`src/rtl/gate_freq_meter_if.sv`:
```
// Measurement-window and sensor inputs plus latched result outputs of gate_freq_meter.
// master drives gate/sig_in and reads results; slave is the meter itself.
interface gate_freq_meter_if #(
   parameter int unsigned CNT_W = 16
);
   logic             gate;
   logic             sig_in;
   logic [CNT_W-1:0] freq_cnt;
   logic             valid;
   logic             overflow;
   logic             busy;

   modport master (
      output gate,
      output sig_in,
      input  freq_cnt,
      input  valid,
      input  overflow,
      input  busy
   );

   modport slave (
      input  gate,
      input  sig_in,
      output freq_cnt,
      output valid,
      output overflow,
      output busy
   );
endinterface

```
`src/rtl/gate_freq_meter.sv`:
```
// Gated edge counter: counts synchronised sig_in rising edges while the sampled
// gate is high and latches the count with a one-cycle valid at gate fall.
module gate_freq_meter #(
   parameter int unsigned CNT_W  = 16,
   parameter bit          SAT_EN = 1'b1
) (
   input logic             clk_in,
   input logic             rst,
   gate_freq_meter_if.slave fm
);

   typedef enum logic [1:0] {
      IDLE  = 2'd0,
      COUNT = 2'd1,
      LATCH = 2'd2
   } state_t;

   state_t           state;
   state_t           state_nxt;

   logic             sig_s1;
   logic             sig_s2;
   logic             sig_d;
   logic             gate_s1;
   logic             gate_s2;
   logic             gate_d;

   logic [1:0]       prime;
   logic             armed;

   logic [CNT_W-1:0] counter;
   logic [CNT_W-1:0] counter_nxt;
   logic             ovf_int;
   logic             ovf_int_nxt;
   logic             latch_now;

   logic [CNT_W-1:0] freq_cnt_q;
   logic             valid_q;
   logic             overflow_q;

   logic             sig_rise;
   logic             gate_rise;
   logic             gate_fall;

   always_ff @(posedge clk_in) begin
      if (rst) begin
         sig_s1  <= 1'b0;
         sig_s2  <= 1'b0;
         sig_d   <= 1'b0;
         gate_s1 <= 1'b0;
         gate_s2 <= 1'b0;
         gate_d  <= 1'b0;
      end else begin
         sig_s1  <= fm.sig_in;
         sig_s2  <= sig_s1;
         sig_d   <= sig_s2;
         gate_s1 <= fm.gate;
         gate_s2 <= gate_s1;
         gate_d  <= gate_s2;
      end
   end

   assign sig_rise  = sig_s2 & ~sig_d;
   assign gate_rise = gate_s2 & ~gate_d;
   assign gate_fall = ~gate_s2 & gate_d;

   // The synchronisers clear to 0, so a gate already high at reset release looks
   // like a rising edge; windows are only armed once gate_s2 is genuinely seen low.
   always_ff @(posedge clk_in) begin
      if (rst) begin
         prime <= '0;
         armed <= 1'b0;
      end else begin
         if (prime != 2'd2) begin
            prime <= prime + 2'd1;
         end
         if ((prime == 2'd2) && !gate_s2) begin
            armed <= 1'b1;
         end
      end
   end

   always_ff @(posedge clk_in) begin
      if (rst) begin
         state   <= IDLE;
         counter <= '0;
         ovf_int <= 1'b0;
      end else begin
         state   <= state_nxt;
         counter <= counter_nxt;
         ovf_int <= ovf_int_nxt;
      end
   end

   always_comb begin
      state_nxt   = state;
      counter_nxt = counter;
      ovf_int_nxt = ovf_int;
      latch_now   = 1'b0;
      case (state)
         IDLE: begin
            if (gate_rise && armed) begin
               counter_nxt = '0;
               ovf_int_nxt = 1'b0;
               state_nxt   = COUNT;
            end
         end
         COUNT: begin
            if (gate_fall) begin
               state_nxt = LATCH;
            end else if (sig_rise && gate_s2) begin
               if (&counter) begin
                  ovf_int_nxt = 1'b1;
                  if (!SAT_EN) begin
                     counter_nxt = '0;
                  end
               end else begin
                  counter_nxt = counter + CNT_W'(1);
               end
            end
         end
         LATCH: begin
            latch_now = 1'b1;
            state_nxt = IDLE;
         end
         default: begin
            state_nxt = IDLE;
         end
      endcase
   end

   always_ff @(posedge clk_in) begin
      if (rst) begin
         freq_cnt_q <= '0;
         valid_q    <= 1'b0;
         overflow_q <= 1'b0;
      end else begin
         valid_q <= latch_now;
         if (latch_now) begin
            freq_cnt_q <= counter;
            overflow_q <= ovf_int;
         end
      end
   end

   assign fm.freq_cnt = freq_cnt_q;
   assign fm.valid    = valid_q;
   assign fm.overflow = overflow_q;
   assign fm.busy     = (state == COUNT);

endmodule

```
`src/flat_wrapper.sv`:
```
// flat-port wrapper written by rule: the top's interface ports become plain ports
module gate_freq_meter_flat 
#(
   parameter int unsigned CNT_W  = 16,
   parameter bit          SAT_EN = 1'b1
)
  (clk_in, rst, fm_gate, fm_sig_in, fm_freq_cnt, fm_valid, fm_overflow, fm_busy);
  gate_freq_meter_if #(.CNT_W(CNT_W)) fm_i ();
  input logic clk_in;
  input logic rst;
  input wire logic [$bits(fm_i.gate)-1:0] fm_gate;
  input wire logic [$bits(fm_i.sig_in)-1:0] fm_sig_in;
  output wire logic [$bits(fm_i.freq_cnt)-1:0] fm_freq_cnt;
  output wire logic [$bits(fm_i.valid)-1:0] fm_valid;
  output wire logic [$bits(fm_i.overflow)-1:0] fm_overflow;
  output wire logic [$bits(fm_i.busy)-1:0] fm_busy;
  assign fm_i.gate = fm_gate;
  assign fm_i.sig_in = fm_sig_in;
  assign fm_freq_cnt = fm_i.freq_cnt;
  assign fm_valid = fm_i.valid;
  assign fm_overflow = fm_i.overflow;
  assign fm_busy = fm_i.busy;
  gate_freq_meter #(.CNT_W(CNT_W), .SAT_EN(SAT_EN)) u_core (.clk_in(clk_in), .rst(rst), .fm(fm_i));
endmodule
```
`config.mk`:
```
export PLATFORM = sky130hd
export DESIGN_NAME = gate_freq_meter_flat
export DESIGN_NICKNAME = d
export VERILOG_FILES = /design/src/rtl/gate_freq_meter_if.sv /design/src/rtl/gate_freq_meter.sv /design/src/flat_wrapper.sv
export SDC_FILE = /design/constraint.sdc
export NUM_CORES = 1
export LEC_CHECK = 0
export ABC_CLOCK_PERIOD_IN_PS = 3000
export CAP_MARGIN = 5
export CORE_MARGIN = 2
export CORE_UTILIZATION = 25
export CTS_BUF_LIST = sky130_fd_sc_hd__clkbuf_4 sky130_fd_sc_hd__clkbuf_8
export DETAILED_ROUTE_END_ITERATION = 6
export DONT_BUFFER_PORTS = 1
export GPL_TIMING_DRIVEN = 0
export PLACE_DENSITY_LB_ADDON = 0.08
export SLEW_MARGIN = 5
export SYNTH_ARGS = -nofsm -noshare
export SYNTH_HDL_FRONTEND = slang
export SYNTH_SLANG_ARGS = --single-unit
```
`constraint.sdc`:
```
create_clock -name clk_in -period 3 [get_ports clk_in]
set_input_delay 0.45 -clock clk_in [delete_from_list [all_inputs] [get_ports clk_in]]
set_output_delay 0.45 -clock clk_in [all_outputs]
set_load 0.02 [all_outputs]
```
==> results of run 1 <==
==> worst max-delay path, stage by stage, from the launching register on <==
cell and delay, ns:
sky130_fd_sc_hd__dfxtp_1 0.46, sky130_fd_sc_hd__ha_1 0.25, sky130_fd_sc_hd__nand4_1 0.17, sky130_fd_sc_hd__nor4_2 0.63, sky130_fd_sc_hd__buf_2 0.38, sky130_fd_sc_hd__o311ai_0 0.17
sky130_fd_sc_hd__o31ai_1 0.11
==> flip-flops by register name, summed over array words and instances (netlist names) <==
| register | cells |
|---|---|
| u_core.counter | 16 |
| u_core.fm.freq_cnt | 16 |
| u_core.prime | 2 |
| u_core.state | 2 |
| u_core.armed | 1 |
| u_core.fm.overflow | 1 |
| u_core.fm.valid | 1 |
| u_core.gate_d | 1 |
| u_core.gate_s1 | 1 |
| u_core.gate_s2 | 1 |
| u_core.ovf_int | 1 |
| u_core.sig_d | 1 |
| u_core.sig_s1 | 1 |
| u_core.sig_s2 | 1 |
==> power breakdown <==
part / internal, µW / switching [µW]
Clock: 179 / 213
Combinational: 30.6 / 50.7
Sequential: 631 / 10.0
Total: 841 / 274
==> synthesized netlist by cell type, types with 2 or more instances <==
master | number | area, µm²
sky130_fd_sc_hd__inv_1 | 8 | 30.0
sky130_fd_sc_hd__or3_1 | 2 | 12.5
sky130_fd_sc_hd__nor2_1 | 8 | 30.0
sky130_fd_sc_hd__buf_2 | 4 | 20.0
sky130_fd_sc_hd__a31oi_1 | 5 | 31.3
sky130_fd_sc_hd__a311oi_1 | 4 | 35.0
sky130_fd_sc_hd__nor2b_1 | 6 | 37.5
sky130_fd_sc_hd__clkbuf_2 | 2 | 10.0
sky130_fd_sc_hd__nor3_1 | 4 | 20.0
sky130_fd_sc_hd__nand4_1 | 6 | 37.5
sky130_fd_sc_hd__o211ai_1 | 8 | 60.1
sky130_fd_sc_hd__nand2_1 | 51 | 191
sky130_fd_sc_hd__dfxtp_1 | 46 | 921
sky130_fd_sc_hd__nand3_1 | 8 | 40.0
sky130_fd_sc_hd__mux2i_1 | 2 | 20.0
sky130_fd_sc_hd__a21oi_1 | 27 | 135
sky130_fd_sc_hd__o31a_1 | 2 | 17.5
sky130_fd_sc_hd__or2_2 | 2 | 12.5
sky130_fd_sc_hd__nand3b_1 | 2 | 15.0
sky130_fd_sc_hd__o21ai_0 | 2 | 10.0
sky130_fd_sc_hd__clkbuf_1 | 8 | 30.0
sky130_fd_sc_hd__ha_1 | 2 | 25.0
sky130_fd_sc_hd__a211oi_1 | 2 | 15.0
sky130_fd_sc_hd__nand2b_1 | 3 | 18.8
sky130_fd_sc_hd__or4_1 | 7 | 52.6
==> per-stage QoR <==
step / util / hold slack (ns) / total power [µW] / setup WS, ns
floorplan: - / 0.414 / 719 / 1.23
global placement: 0.274 / 0.417 / 735 / 0.632
detailed placement: 0.274 / 0.425 / 739 / 0.686
CTS: 0.285 / 0.267 / 1140 / 0.661
global route: 0.285 / 0.261 / 1180 / 0.487
finish: 0.285 / 0.279 / 1110 / 0.742
==> path summary, 6_finish.rpt <==
kind,start,endpoint,slack [ns],depth (start not counted)
max,u_core.counter[0]$_SDFFE_PP0P_,u_core.counter[9]$_SDFFE_PP0P_,0.74,6
min,fm_sig_in,u_core.sig_s1$_SDFF_PP0_,0.28,1
max reg2reg,u_core.counter[0]$_SDFFE_PP0P_,u_core.counter[9]$_SDFFE_PP0P_,0.74,6
min reg2reg,u_core.gate_s1$_SDFF_PP0_,u_core.gate_s2$_SDFF_PP0_,0.44,1
==> layout make-up <==
cell class / count / area share
Sequential cell: 46 / 0.418
Inverter: 9 / 0.0153
Buffer: 14 / 0.0273
Clock buffer: 7 / 0.0381
Tap cell: 102 / 0.0580
Multi-Input combinational cell: 171 / 0.443
==> per-layer routing <==
metal / vias up / global-route usage / share of wire
li1: 875 / - / -
met1: 783 / 0.182 / 0.49
met2: 28 / 0.215 / 0.46
met3: 7 / 0.0306 / 0.037
met4: 0 / 0.0404 / 0.013
met5: - / 0 / 0
==> kinds of logic (layout without fill, tap and decap cells) <==
group / count (synthesis) / count (layout)
mux: 2 / 2
fa+ha+maj: 2 / 2
buf+inv: 23 / 30
xor+xnor: 1 / 1
compound gates: 57 / 57
flops: 46 / 46
simple gates: 109 / 109
==> flow_metrics.env, run 1 <==
export IMPL_max_cap_violations=0
export IMPL_most_frequent_standard_cell_in_the_layout_excluding_fill_and_tap_cells="sky130_fd_sc_hd__nand2_1"
export IMPL_die_area_um2=8690
export IMPL_detailed_place_area_um2=2120
export IMPL_worst_skew_pair_late_latency_ns=0.30
export IMPL_total_grt_usage=0.135
export IMPL_synthCells=240
export IMPL_dpl_cell_count=342
export IMPL_final_max_slew_viol_count=0
export IMPL_hp_class="in2reg"
export IMPL_power_leakage_uw=0.000639
export IMPL_cp_start_kind="register"
export IMPL_cts_made_buffers=5
export IMPL_path_class="reg2reg"
export IMPL_detailroute_via_count=1693
export IMPL_detailedPlacementHpwl_mm=3.78
export IMPL_post_drt_via_cell_ratio=4.85
export IMPL_yosysUniqueCellTypes=44
export IMPL_post_synth_xor_xnor_area=0.00440
export IMPL_final_critical_path_share_of_the_clock_period=0.753
export IMPL_finalSetupViolCount=0
export IMPL_synth_area_mux_share=0.0101
export IMPL_post_synth_and_or_nand_nor_area_fraction=0.282
export IMPL_die_height_um=93.2
export IMPL_mostFrequentLayoutCells="sky130_fd_sc_hd__nand2_1, sky130_fd_sc_hd__dfxtp_1, sky130_fd_sc_hd__a21oi_1"
export IMPL_setup_worst_path_end_class="register"
export IMPL_max_slew_worst_pin_slew_ns=0.964
export IMPL_netlist_area_um2=1990
export IMPL_hold_viol=0
export IMPL_irDropWorstVdd_mv=0.233
export IMPL_rsz0062_at_grt="no"
export IMPL_synth_compound_gate_area_share=0.181
export IMPL_cts_resized=0
export IMPL_first_pass_iters=4
export IMPL_final_layout_size_suffix_gt1_frac=0.0850
export IMPL_core_region_area_um2=7730
export IMPL_clock_skew_final_ns=0.00597
export IMPL_area_occupied_by_multi_input_gates_um2=976
export IMPL_wl_per_cell_um=15.7
export IMPL_synth_fa_ha_area_frac=0.0126
export IMPL_grt_first_pass_wirelength_mm=8.91
export IMPL_setup_tns_ns=0
export IMPL_placementRows=32
export IMPL_cts_root_buf="sky130_fd_sc_hd__clkbuf_8"
export IMPL_p_per_cell_area_nw_per_um2=506
export IMPL_cts_num_sinks=46
export IMPL_iteration_0_drc_markers=77
export IMPL_seq_area_um2=921
export IMPL_gp_routability_congestion=0.853
export IMPL_route_antenna_remaining_nets=0
export IMPL_outcome="complete, no violations"
export IMPL_cp_max_fo=10
export IMPL_synthesis_area_per_instance_um2=8.29
export IMPL_tritoncts_clock_tree="built"
export IMPL_drt_wl_total_mm=5.48
export IMPL_synth_yosys_seq_area_share=0.463
export IMPL_area_growth_syn_to_layout_pct=10.6
export IMPL_fmax_mhz=443
export IMPL_remaining_drc_errors=0
export IMPL_grt_max_degree=13
export IMPL_worst_setup_hold_path_clk_slew_ns=0.09
export IMPL_postSynth_asyncResetShare=0
export IMPL_top_level_i_o_count=23
export IMPL_slew_limit_headroom=0.352
export IMPL_nets=253
export IMPL_worst_ep_arrival_time_ns=2.48
export IMPL_synth_edf_count=0
export IMPL_via_count_of_the_first_global_routing_pass=1638
export IMPL_finalInstanceArea_um2=2200
export IMPL_synth_top_family_by_area="simple AND/OR/NAND/NOR gates"
export IMPL_postCtsSetupRepairBufs=0
export IMPL_grt_overflow_total=0
export IMPL_initial_core_util=0.258
export IMPL_timing_critical_path_required_ns=3.22
export IMPL_antenna_found_initial=0
export IMPL_final_instance_count_excl_fill=349
export IMPL_cts_max_level=2
export IMPL_synth_seq_cells=46
export IMPL_clockBufferDepth=2
export IMPL_die_width_um=93.2
export IMPL_fill_cells=859
export IMPL_ys_warn_count=0
export IMPL_post_cts_hold_buffer_count=0
export IMPL_synth_flop_cell="sky130_fd_sc_hd__dfxtp_1"
export IMPL_antenna_diode_count=0
export IMPL_synth_net_count=246
export IMPL_port_buf_inserts=0
export IMPL_fin_crit_ns=2.26
No activity file was read; power rests on OpenSTA's default activity.
==> inputs of run 2 (changes only) <==
--- a/config.mk
+++ b/config.mk
@@ -5,7 +5,7 @@
 export SDC_FILE = /design/constraint.sdc
 export NUM_CORES = 1
 export LEC_CHECK = 0
-export ABC_CLOCK_PERIOD_IN_PS = 3000
+export ABC_CLOCK_PERIOD_IN_PS = 2100
 export CAP_MARGIN = 5
 export CORE_MARGIN = 2
 export CORE_UTILIZATION = 25
==> constraint.sdc (replaced) <==
create_clock -name clk_in -period 2.1 [get_ports clk_in]
set_input_delay 0.315 -clock clk_in [delete_from_list [all_inputs] [get_ports clk_in]]
set_output_delay 0.315 -clock clk_in [all_outputs]
set_load 0.02 [all_outputs]
==> flow_metrics.env, run 2 (synthesis results as in run 1) <==
export IMPL_worst_skew_pair_late_latency_ns=0.30
export IMPL_timing_critical_path_required_ns=2.33
export IMPL_route_antenna_remaining_nets=0
export IMPL_tritoncts_clock_tree="built"
export IMPL_grt_overflow_total=0
export IMPL_fin_ws_ns=0.137
export IMPL_post_drt_via_cell_ratio=4.79
export IMPL_post_cts_hold_buffer_count=0
export IMPL_antenna_diode_count=0
export IMPL_antenna_found_initial=0
export IMPL_final_critical_path_share_of_the_clock_period=0.935
export IMPL_die_width_um=93.2
export IMPL_clock_skew_final_ns=0.00695
export IMPL_top_level_i_o_count=23
export IMPL_initial_core_util=0.258
export IMPL_worst_setup_hold_path_clk_slew_ns=0.08
export IMPL_core_region_area_um2=7730
export IMPL_outcome="complete, no violations"
export IMPL_hold_viol=0
export IMPL_first_pass_iters=4
export IMPL_cp_start_kind="register"
export IMPL_area_growth_syn_to_layout_pct=12.6
export IMPL_nets=255
export IMPL_setup_worst_path_end_class="register"
export IMPL_finalSetupViolCount=0
export IMPL_remaining_drc_errors=0
export IMPL_final_core_util=0.290
export IMPL_max_cap_violations=0
export IMPL_detailedPlacementHpwl_mm=3.78
export IMPL_worst_ep_arrival_time_ns=2.19
export IMPL_path_class="reg2reg"
export IMPL_iteration_0_drc_markers=58
export IMPL_p_per_cell_area_nw_per_um2=710
export IMPL_max_slew_worst_pin_slew_ns=0.959
export IMPL_die_area_um2=8690
export IMPL_die_height_um=93.2
export IMPL_irDropWorstVdd_mv=0.332
export IMPL_rsz0062_at_grt="no"
export IMPL_cts_made_buffers=5
export IMPL_wl_per_cell_um=15.6
export IMPL_grt_first_pass_wirelength_mm=8.90
export IMPL_cts_num_sinks=46
export IMPL_hp_class="in2reg"
export IMPL_placement_setup_worst_slack_ns=-0.214
export IMPL_final_max_slew_viol_count=0
export IMPL_slew_limit_headroom=0.356
export IMPL_cts_max_level=2
export IMPL_placementRows=32
export IMPL_detailroute_via_count=1682
export IMPL_gp_routability_congestion=0.853
export IMPL_cts_root_buf="sky130_fd_sc_hd__clkbuf_8"
export IMPL_clockBufferDepth=2
export IMPL_fin_crit_ns=1.96
export IMPL_via_count_of_the_first_global_routing_pass=1635
export IMPL_most_frequent_standard_cell_in_the_layout_excluding_fill_and_tap_cells="sky130_fd_sc_hd__nand2_1"
export IMPL_grt_max_degree=13
export IMPL_cp_max_fo=7
export IMPL_power_leakage_uw=0.000671
export IMPL_fmax_mhz=509
export IMPL_mostFrequentLayoutCells="sky130_fd_sc_hd__nand2_1, sky130_fd_sc_hd__dfxtp_1, sky130_fd_sc_hd__a21oi_1"
export IMPL_final_layout_size_suffix_gt1_frac=0.112
export IMPL_port_buf_inserts=0
export IMPL_total_grt_usage=0.135
export IMPL_drt_wl_total_mm=5.46
## run 2: cell types whose count changed in the layout (fill, tap and decap cells not counted)
cell,delta
sky130_fd_sc_hd__buf_4,+2
sky130_fd_sc_hd__dfxtp_1,-2
sky130_fd_sc_hd__dfxtp_2,+2
sky130_fd_sc_hd__buf_2,-1
sky130_fd_sc_hd__clkbuf_4,+1
sky130_fd_sc_hd__nand2_1,-1
sky130_fd_sc_hd__nand2_2,+1
sky130_fd_sc_hd__nor4_2,-1
sky130_fd_sc_hd__nor4_4,+1
sky130_fd_sc_hd__o21ai_1,-1
sky130_fd_sc_hd__o21ai_2,+1
sky130_fd_sc_hd__or4_1,-1
sky130_fd_sc_hd__or4_4,+1
## run 2: cell type report
type,count,area (µm²)
buffer,14,62.6
clock buffer,7,83.8
fill,859,5490
inverter,9,33.8
multi-input combinational,171,995
sequential,46,923
tap,102,128
timing repair buffer,2,15.0
## run 2: layer usage
metal,wire [µm],share of wire,vias to the layer above,GRT usage
met5,0,0,-,0
met4,77,0.014,0,0.0404
met3,197,0.036,7,0.0306
met2,2490,0.46,29,0.214
met1,2690,0.49,765,0.182
li1,-,-,881,-
## run 2: metrics by stage
step | area [µm²] | setup TNS, ns | power (µW) | cells | hold WS [ns]
finish | 2240 | 0 | 1590 | 351 | 0.147
global route | 2240 | 0 | 1680 | 351 | 0.126
CTS | 2210 | 0 | 1620 | 349 | 0.132
detailed placement | 2120 | -2.68 | 1060 | 342 | 0.425
global placement | 2120 | -3.29 | 1050 | 342 | 0.417
floorplan | 1990 | 0 | 1030 | 240 | 0.414
## run 2: worst paths after layout
kind	start	end	slack, ns	depth (start not counted)
max	u_core.counter[0]$_SDFFE_PP0P_	u_core.counter[14]$_SDFFE_PP0P_	0.14	5
min reg2reg	u_core.gate_s1$_SDFF_PP0_	u_core.gate_s2$_SDFF_PP0_	0.44	1
min	fm_sig_in	u_core.sig_s1$_SDFF_PP0_	0.15	1
max reg2reg	u_core.counter[0]$_SDFFE_PP0P_	u_core.counter[14]$_SDFFE_PP0P_	0.14	5
## run 2: timing repair
item	CTS	global route
resized for setup	1	6
setup endpoints to repair	15	15
buffers inserted	0	2
pin swaps	1	1
## run 2: critical path, stage by stage (launching register included)
cell and delay (ns):
sky130_fd_sc_hd__dfxtp_2 0.40, sky130_fd_sc_hd__ha_1 0.22, sky130_fd_sc_hd__nand4_1 0.21, sky130_fd_sc_hd__or4_4 0.57, sky130_fd_sc_hd__or3_1 0.32, sky130_fd_sc_hd__a31oi_1 0.16
## run 2: power by group
| part | total, µW | switching (µW) | internal (µW) |
|---|---|---|---|
| combinational | 117 | 72.7 | 44.1 |
| sequential | 916 | 14.3 | 902 |
| clock | 559 | 303 | 256 |
==> inputs of run 3 (changes only) <==
--- a/config.mk
+++ b/config.mk
@@ -5,10 +5,11 @@
 export SDC_FILE = /design/constraint.sdc
 export NUM_CORES = 1
 export LEC_CHECK = 0
+export ABC_AREA = 1
 export ABC_CLOCK_PERIOD_IN_PS = 2100
 export CAP_MARGIN = 5
 export CORE_MARGIN = 2
-export CORE_UTILIZATION = 25
+export CORE_UTILIZATION = 50
 export CTS_BUF_LIST = sky130_fd_sc_hd__clkbuf_4 sky130_fd_sc_hd__clkbuf_8
 export DETAILED_ROUTE_END_ITERATION = 6
 export DONT_BUFFER_PORTS = 1
==> flow_metrics.env, run 3 <==
export IMPL_timing_hold_worst_start="fm_gate"
export IMPL_port_buf_inserts=0
export IMPL_antenna_diode_count=0
export IMPL_rsz0062_at_grt="no"
export IMPL_cts_num_sinks=46
export IMPL_fmax_mhz=560
export IMPL_clockBufferDepth=2
export IMPL_gp_routability_congestion=0.886
export IMPL_synth_net_count=303
export IMPL_fin_worst_hold_slack_ns=0.107
export IMPL_final_critical_path_share_of_the_clock_period=0.851
export IMPL_placementRows=23
export IMPL_totalPowerFinal_uw=1850
export IMPL_wl_per_cell_um=13.2
export IMPL_area_growth_syn_to_layout_pct=9.83
export IMPL_core_region_area_um2=4000
export IMPL_yosysUniqueCellTypes=24
export IMPL_power_leakage_uw=0.000946
export IMPL_first_pass_iters=4
export IMPL_top_level_i_o_count=23
export IMPL_reg2reg_slack_ns=0.31
export IMPL_timing_critical_path_required_ns=2.27
export IMPL_antenna_found_initial=0
export IMPL_cts_root_buf="sky130_fd_sc_hd__clkbuf_8"
export IMPL_setup_tns_ns=0
export IMPL_p_per_cell_area_nw_per_um2=808
export IMPL_cts_resized=0
export IMPL_postSynth_asyncResetShare=0
export IMPL_hold_end="u_core.gate_s1$_SDFF_PP0_"
export IMPL_die_height_um=68.6
export IMPL_synth_most_common_cell="sky130_fd_sc_hd__nand2_1"
export IMPL_critical_path_reg2reg_startpoint="u_core.counter[1]$_SDFFE_PP0P_"
export IMPL_detailedPlacementHpwl_mm=3.35
export IMPL_initial_core_util=0.522
export IMPL_ys_top_cells_by_count="sky130_fd_sc_hd__nand2_1, sky130_fd_sc_hd__nor2_1, sky130_fd_sc_hd__dfxtp_1"
export IMPL_mostFrequentLayoutCells="sky130_fd_sc_hd__nand2_1, sky130_fd_sc_hd__nor2_1, sky130_fd_sc_hd__dfxtp_1"
export IMPL_setup_worst_path_end_class="register"
export IMPL_postCtsSetupRepairBufs=0
export IMPL_grt_max_degree=15
export IMPL_synthCells=297
export IMPL_min_path_cells=2
export IMPL_die_area_um2=4710
export IMPL_synth_top_cell_area_share=0.441
export IMPL_detailroute_via_count=1824
export IMPL_ys_top_cells_by_area="sky130_fd_sc_hd__dfxtp_1, sky130_fd_sc_hd__nand2_1, sky130_fd_sc_hd__nor2_1"
export IMPL_count_of_cells_along_the_worst_register_to_register_path=9
export IMPL_remaining_drc_errors=0
export IMPL_irDropWorstVdd_mv=0.411
export IMPL_synthesis_area_per_instance_um2=7.03
export IMPL_route_antenna_remaining_nets=0
export IMPL_netlist_area_um2=2090
export IMPL_hp_class="in2reg"
export IMPL_synth_flop_cell="sky130_fd_sc_hd__dfxtp_1"
export IMPL_worst_ep_arrival_time_ns=1.96
export IMPL_hold_viol=0
export IMPL_nets=310
export IMPL_drt_wl_total_mm=4.70
export IMPL_cts_max_level=2
export IMPL_seq_area_um2=921
export IMPL_clock_skew_final_ns=0.00373
export IMPL_area_occupied_by_multi_input_gates_um2=981
export IMPL_cp_start_kind="register"
export IMPL_synth_yosys_seq_area_share=0.441
export IMPL_grt_overflow_total=0
export IMPL_die_width_um=68.6
export IMPL_most_frequent_standard_cell_in_the_layout_excluding_fill_and_tap_cells="sky130_fd_sc_hd__nand2_1"
export IMPL_synth_seq_cells=46
export IMPL_final_max_slew_viol_count=0
export IMPL_tritoncts_clock_tree="built"
export IMPL_worst_skew_pair_late_latency_ns=0.30
export IMPL_final_layout_size_suffix_gt1_frac=0.0721
export IMPL_max_slew_worst_pin_slew_ns=0.646
export IMPL_post_cts_hold_buffer_count=0
export IMPL_total_grt_usage=0.223
export IMPL_iteration_0_drc_markers=102
export IMPL_worst_setup_hold_path_clk_slew_ns=0.09
export IMPL_cts_made_buffers=5
export IMPL_slew_limit_headroom=0.570
export IMPL_fill_cells=376
export IMPL_synth_edf_count=0
export IMPL_finalSetupViolCount=0
export IMPL_ys_warn_count=0
export IMPL_post_drt_via_cell_ratio=5.14
export IMPL_cp_max_fo=10
export IMPL_outcome="complete, no violations"
export IMPL_r2r_end="u_core.counter[5]$_SDFFE_PP0P_"
export IMPL_grt_first_pass_wirelength_mm=7.62
export IMPL_path_class="reg2reg"
export IMPL_max_cap_violations=0
export IMPL_via_count_of_the_first_global_routing_pass=1664
export IMPL_fin_crit_ns=1.79
export IMPL_cell_type_with_the_largest_total_area_after_synthesis="sky130_fd_sc_hd__dfxtp_1"
[run 3: changes by cell type after synthesis, moves of 7 or more]
cell                       delta
sky130_fd_sc_hd__o21ai_0     +20
sky130_fd_sc_hd__inv_1       +28
sky130_fd_sc_hd__o211ai_1     -7
sky130_fd_sc_hd__nor2_1      +40
sky130_fd_sc_hd__or4_1        -7
sky130_fd_sc_hd__nand3_1     +15
sky130_fd_sc_hd__nand2_1     +12
[run 3: worst max-delay path by stage]
| stage | startpoint | end | depth (start not counted) |
|---|---|---|---|
| 2_1_floorplan | u_core.counter[0]$_SDFFE_PP0P_ | u_core.counter[2]$_SDFFE_PP0P_ | 9 |
| 3_3_place_gp | u_core.counter[1]$_SDFFE_PP0P_ | u_core.counter[5]$_SDFFE_PP0P_ | 9 |
| 3_5_place_dp | u_core.counter[1]$_SDFFE_PP0P_ | u_core.counter[5]$_SDFFE_PP0P_ | 9 |
| 4_1_cts | u_core.counter[1]$_SDFFE_PP0P_ | u_core.counter[5]$_SDFFE_PP0P_ | 9 |
| 5_1_grt | u_core.counter[0]$_SDFFE_PP0P_ | u_core.counter[5]$_SDFFE_PP0P_ | 9 |
| 6_report | u_core.counter[1]$_SDFFE_PP0P_ | u_core.counter[5]$_SDFFE_PP0P_ | 9 |
[run 3: cell type report]
type,instances,share of cell area
Multi-Input combinational cell,205,0.428
Sequential cell,46,0.402
Inverter,37,0.0616
Clock buffer,6,0.0360
Tap cell,50,0.0273
Clock inverter,2,0.0262
Buffer,9,0.0196
[run 3: cells by family after synthesis]
kind of cell / share of synthesized area
AOI/OAI and AO/OA: 0.122
and+or+nand+nor: 0.336
adders and majority gates: 0.0120
buffers and inverters: 0.0893
DFF: 0.441
[run 3: report_power, final]
group,switching (µW),internal [µW]
combinational,81.3,41.6
clock,304,508
sequential,17.5,902
[run 3: per-layer routing]
layer | up-vias | share of wire | GRT usage
met5 | - | 0 | 0
met4 | 0 | 0.017 | 0.0850
met3 | 9 | 0.042 | 0.0519
met2 | 40 | 0.45 | 0.352
met1 | 813 | 0.49 | 0.295
li1 | 962 | - | -
[run 3: critical path, cell delays in order (launching register included)]
cell                      delay (ns)
sky130_fd_sc_hd__dfxtp_1        0.39
sky130_fd_sc_hd__ha_1           0.20
sky130_fd_sc_hd__nand2_1        0.13
sky130_fd_sc_hd__nor2_4         0.22
sky130_fd_sc_hd__nand4_4        0.19
sky130_fd_sc_hd__nand2_8        0.17
sky130_fd_sc_hd__nand2_8        0.08
sky130_fd_sc_hd__buf_6          0.15
sky130_fd_sc_hd__nand2_1        0.07
sky130_fd_sc_hd__a21oi_1        0.06
[run 3: stage by stage]
step | cell area, µm² | util | instances | setup WS, ns
floorplan | 2090 | - | 297 | 0.593
global placement | 2150 | 0.538 | 347 | 0.336
detailed placement | 2150 | 0.538 | 347 | 0.332
CTS | 2290 | 0.573 | 355 | 0.311
global route | 2290 | 0.573 | 355 | 0.193
finish | 2290 | 0.573 | 355 | 0.314
